===== src/rtl/game_status.sv =====
// Breakout game-session tracker: lives, BCD score, session FSM and a 4-digit seven-segment scan.
// Optional GAME_STATUS_FLASH_EN blinks the display in the OVER and WON states.
module game_status #(
  parameter int LIVES        = 3,
  parameter int SCAN_BITS    = 16,
  parameter int FLASH_FRAMES = 30
) (
  input  logic       pxl_clk,
  input  logic       reset_n,
  input  logic       start,
  input  logic       lose,
  input  logic       win,
  input  logic       vsync,
  input  logic [7:0] block_status1,
  input  logic [7:0] block_status2,
  input  logic [7:0] block_status3,
  output logic [2:0] lives,
  output logic [7:0] score,
  output logic       playing,
  output logic       game_over,
  output logic       game_won,
  output logic [6:0] seg,
  output logic [3:0] an
);

  typedef enum logic [2:0] {IDLE, PLAY, SERVE, OVER, WON} state_t;

  state_t         state_q, state_d;
  logic [2:0]     lives_d;
  logic [7:0]     score_d, score_add;
  logic           lose_q, win_q, vsync_q;
  logic           lose_rise, win_rise, frame_tick;
  logic [23:0]    blocks, snapshot;
  logic [6:0]     score_bin, score_sum;
  logic [SCAN_BITS-1:0] scan_cnt;
  logic [1:0]     digit_idx, digit_next;
  logic [3:0]     digit_val;
  logic           digit_blank, blank_all;

  function automatic logic [4:0] popcount24(input logic [23:0] v);
    logic [4:0] c;
    c = '0;
    for (int i = 0; i < 24; i++) c = c + 5'(v[i]);
    return c;
  endfunction

  function automatic logic [6:0] glyph(input logic [3:0] d);
    case (d)
      4'd0: glyph = 7'h40;
      4'd1: glyph = 7'h79;
      4'd2: glyph = 7'h24;
      4'd3: glyph = 7'h30;
      4'd4: glyph = 7'h19;
      4'd5: glyph = 7'h12;
      4'd6: glyph = 7'h02;
      4'd7: glyph = 7'h78;
      4'd8: glyph = 7'h00;
      4'd9: glyph = 7'h10;
      default: glyph = 7'h7F;
    endcase
  endfunction

  assign blocks     = {block_status3, block_status2, block_status1};
  assign lose_rise  = lose & ~lose_q;
  assign win_rise   = win & ~win_q;
  assign frame_tick = vsync_q & ~vsync;

  always_ff @(posedge pxl_clk or negedge reset_n) begin
    if (!reset_n) begin
      lose_q   <= 1'b0;
      win_q    <= 1'b0;
      vsync_q  <= 1'b1;
      snapshot <= '0;
    end else begin
      lose_q  <= lose;
      win_q   <= win;
      vsync_q <= vsync;
      if (frame_tick) snapshot <= blocks;
    end
  end

  // Score is added in binary, saturated at 24, then converted back to BCD.
  always_comb begin
    score_bin = 7'(score[7:4]) * 7'd10 + 7'(score[3:0]);
    score_sum = score_bin + 7'(popcount24(snapshot & ~blocks));
    if (score_sum > 7'd24) score_sum = 7'd24;
    if (score_sum >= 7'd20)      score_add = {4'd2, 4'(score_sum - 7'd20)};
    else if (score_sum >= 7'd10) score_add = {4'd1, 4'(score_sum - 7'd10)};
    else                         score_add = {4'd0, score_sum[3:0]};
  end

  always_comb begin
    state_d = state_q;
    lives_d = lives;
    score_d = score;
    case (state_q)
      IDLE:  if (start) state_d = PLAY;
      PLAY: begin
        if (frame_tick) score_d = score_add;
        if (win_rise) begin
          state_d = WON;
        end else if (lose_rise) begin
          lives_d = (lives == 3'd0) ? 3'd0 : lives - 3'd1;
          state_d = (lives_d == 3'd0) ? OVER : SERVE;
        end
      end
      SERVE: if (start) state_d = PLAY;
      OVER, WON: begin
        if (start) begin
          state_d = IDLE;
          lives_d = 3'(LIVES);
          score_d = 8'h00;
        end
      end
      default: state_d = IDLE;
    endcase
  end

  always_ff @(posedge pxl_clk or negedge reset_n) begin
    if (!reset_n) begin
      state_q   <= IDLE;
      lives     <= 3'(LIVES);
      score     <= 8'h00;
      playing   <= 1'b0;
      game_over <= 1'b0;
      game_won  <= 1'b0;
    end else begin
      state_q   <= state_d;
      lives     <= lives_d;
      score     <= score_d;
      playing   <= (state_q == PLAY);
      game_over <= (state_q == OVER);
      game_won  <= (state_q == WON);
    end
  end

`ifdef GAME_STATUS_FLASH_EN
  localparam int FLASH_W = $clog2(FLASH_FRAMES + 1);
  logic [FLASH_W-1:0] flash_cnt;
  logic               blink;

  always_ff @(posedge pxl_clk or negedge reset_n) begin
    if (!reset_n) begin
      flash_cnt <= '0;
      blink     <= 1'b0;
    end else if (state_q == IDLE) begin
      flash_cnt <= '0;
      blink     <= 1'b0;
    end else if ((state_q == OVER || state_q == WON) && frame_tick) begin
      if (flash_cnt == FLASH_W'(FLASH_FRAMES - 1)) begin
        flash_cnt <= '0;
        blink     <= ~blink;
      end else begin
        flash_cnt <= flash_cnt + 1'b1;
      end
    end
  end
  assign blank_all = blink;
`else
  logic unused_flash;
  assign unused_flash = ^FLASH_FRAMES;
  assign blank_all    = 1'b0;
`endif

  // an and seg are both registered from the upcoming digit index so they always agree.
  assign digit_next = (&scan_cnt) ? digit_idx + 2'd1 : digit_idx;

  always_comb begin
    digit_val   = 4'd0;
    digit_blank = 1'b0;
    case (digit_next)
      2'd0: digit_val = score[3:0];
      2'd1: digit_val = score[7:4];
      2'd2: digit_blank = 1'b1;
      2'd3: digit_val = {1'b0, lives};
      default: digit_blank = 1'b1;
    endcase
  end

  always_ff @(posedge pxl_clk or negedge reset_n) begin
    if (!reset_n) begin
      scan_cnt  <= '0;
      digit_idx <= 2'd0;
      an        <= 4'b1110;
      seg       <= 7'h40;
    end else begin
      scan_cnt  <= scan_cnt + 1'b1;
      digit_idx <= digit_next;
      an        <= blank_all ? 4'b1111 : ~(4'b0001 << digit_next);
      seg       <= digit_blank ? 7'h7F : glyph(digit_val);
    end
  end

endmodule


===== config.mk =====
export PLATFORM = sky130hd
export DESIGN_NAME = game_status
export DESIGN_NICKNAME = d
export VERILOG_FILES = /design/src/rtl/game_status.sv
export SDC_FILE = /design/constraint.sdc
export NUM_CORES = 1
export LEC_CHECK = 0
export CAP_MARGIN = 20
export CORE_MARGIN = 4
export CORE_UTILIZATION = 45
export CTS_CLUSTER_SIZE = 28
export DETAILED_ROUTE_END_ITERATION = 10
export HOLD_SLACK_MARGIN = 0.12
export PLACE_DENSITY = 0.7
export SYNTH_ARGS = -nofsm -noshare
export SYNTH_HDL_FRONTEND = slang
export SYNTH_SLANG_ARGS = --single-unit

===== constraint.sdc =====
create_clock -name pxl_clk -period 7.4 [get_ports pxl_clk]
set_clock_uncertainty 0.2 [all_clocks]
set_input_delay 1.11 -clock pxl_clk [delete_from_list [all_inputs] [get_ports pxl_clk]]
set_output_delay 1.11 -clock pxl_clk [all_outputs]
set_load 0.05 [all_outputs]

==> flow_summary.ini <==
[status]
status = finished clean

[synth]
ys_seq_elements = 71
synth_cell_types = 59
synth-main-ff-cell = dfrtp_1
synthArstFlopShare = 1.00
syn_area_um2 = 4360
yosys_warnings = 0
synth-edff-count = 0
seq_area_frac_synth = 0.409
synthCells = 386
syn_area_per_cell_um2 = 11.3

[detailed_routing]
drc = 0
dr.pass1.iters = 4
dr_wl_met3_um = 367
vias_per_cell = 5.05
highest_layer = met4
drtIter0Drc = 64
wl_met2_mm = 4.11
ant_nets = 0
finalWirelength_mm = 8.26
vias = 2980
wl_met1_mm = 3.63
wire_per_inst_um = 14.0

[floorplanning]
core_region_area_um2 = 9330
die_w_um = 106
start_util = 0.468
die_h_um = 106
io_pins = 55
die_area_um2 = 11300
fp-row-count = 35

[placed_design]
routabilityCongestion = 0.865
place_ws_ps = -437
placed_cells = 572
port_buffers = 52
dpl.hpwl_mm = 6.13

[clock_tree]
clock_latency_ps = 350
tritoncts = done
cts.path.max_buffers = 2
cts-root-buf = clkbuf_8
cts_hold_buf = 0
numCtsBuffers = 9
clk_pin_slew_ps = 80
htree_num_levels = 3
cts_sinks = 71

[hold_path]
holdCritPathClass = flip-flop to flip-flop

[final_layout]
layout.cells.non_filler = 590
syn2layout_area_growth_pct = 23.0
diodes = 0
drive_gt1_frac = 0.191
layout_commonest_cell = dfrtp_1
nets = 538
layout_common_cells = 64 x dfrtp_1, 51 x clkdlybuf4s50_1, 34 x inv_1

[setup_path]
critPathKind = input port to flip-flop
worstPathMaxFanout = 3
crit_path_end_kind = flip-flop
cp-start-kind = input port
cp_data_arrival_time_ps = 7200
cp.required_ps = 7440

[timing]
layout_setup_ws_ps = 236
finalCritPeriodShare = 0.968
fmax_mhz = 140
slew_violations = 0
slew_headroom = 0.390
hold_viol_final = 0
setup_viol_count_final = 0
tightest_slew_ps = 915
post-route-min-period_ps = 7160

[global_route]
grt_pass1_wl_mm = 14.4
antenna_found_initial = 0
grt_pass1_vias = 3180
track_usage = 0.157
overflow = 0
grt_max_degree = 72

[run]
maxCapViolations = 0
[synth_stat cells (10+ instances only)]
cell / number / area, um^2
nand2b_1: 22 / 138
nor2_1: 13 / 48.8
ha_1: 31 / 388
nor2b_1: 10 / 62.6
inv_1: 34 / 128
dfrtp_1: 64 / 1600
xnor2_1: 15 / 131
mux2_2: 29 / 327
nand3_1: 15 / 75.1
nand2_1: 24 / 90.1
fa_1: 21 / 420
[stage by stage]
step	util	instance area (um^2)	hold slack [ps]	TNS (ps)
after floorplan	-	4370	235	0
after global placement	0.546	5090	253	-627
after detailed placement	0.546	5090	266	-1470
after CTS	0.571	5320	280	0
after global routing	0.575	5370	298	-11.2
final	0.575	5370	281	0
[critical path, cell delays in order]
cell and delay [ps]:
clkdlybuf4s50_1 480, nor2b_1 60, fa_1 490, inv_1 50
fa_1 570, fa_1 450, fa_1 580, fa_1 430
fa_2 370, fa_2 340, nand2b_1 160, a21oi_2 160
a21oi_1 100, and3b_2 220, a311oi_4 260, buf_4 180
nor2_1 40, ha_1 220, a31oi_2 220, buf_4 150
a21oi_1 60, a211o_1 260, a32o_1 240
[state kept, by name (all words and copies together) (netlist names)]
name       cells
game_over      1
lose_q         1
snapshot      24
scan_cnt      16
game_won       1
win_q          1
seg            7
state_q        3
score          6
lives          3
playing        1
an             4
vsync_q        1
digit_idx      2
[routing by layer]
layer | up-vias | global-route usage
li1 | 1442 | -
met2 | 55 | 0.266
met1 | 1467 | 0.191
met5 | - | 0
met3 | 16 | 0.0395
met4 | 0 | 0.0658
[repair_timing]
item,CTS,global route
cloned,0,0
pin swaps,2,12
buffers inserted,0,2
endpoints found under the setup margin,1,5
gates resized for setup,3,7
[kinds of logic (layout without fill, tap and decap cells)]
| logic type | count (synthesis) | after routing | share of synthesized area |
|---|---|---|---|
| DFF | 71 | 71 | 0.409 |
| muxes | 33 | 33 | 0.0852 |
| other | 1 | 2 | 0.000860 |
| AOI/OAI and AO/OA | 52 | 52 | 0.0892 |
| buffers and inverters | 43 | 117 | 0.0407 |
| and+or+nand+nor | 112 | 112 | 0.144 |
| xor gates and xnor gates | 22 | 22 | 0.0459 |
| adders and majority gates | 52 | 52 | 0.185 |
[final timing paths]
kind | start | to | slack, ps | cells after the start
max | block_status1[0] | score[3]$_DFFE_PN0P_ | 240 | 23
min | scan_cnt[5]$_DFF_PN0_ | scan_cnt[5]$_DFF_PN0_ | 280 | 1
max reg2reg | score[0]$_DFFE_PN0P_ | score[3]$_DFFE_PN0P_ | 970 | 21
min reg2reg | scan_cnt[5]$_DFF_PN0_ | scan_cnt[5]$_DFF_PN0_ | 280 | 1
max in group asynchronous | reset_n | snapshot[5]$_DFFE_PN0P_ | 5620 | 2
min in group asynchronous | reset_n | digit_idx[1]$_DFF_PN0_ | 750 | 2
[cell type report]
type                            count  area, um^2
Fill cell                         791        3960
Multi-Input combinational cell    273        2440
Sequential cell                    71        1790
Timing Repair Buffer               67         628
Tap cell                          129         161
Clock buffer                       10         138
Inverter                           34         128
Clock inverter                      6        83.8
Power is left out: the tool's default activity adds up to more than one toggle a clock period on the data nets, which glitch-free logic cannot reach.
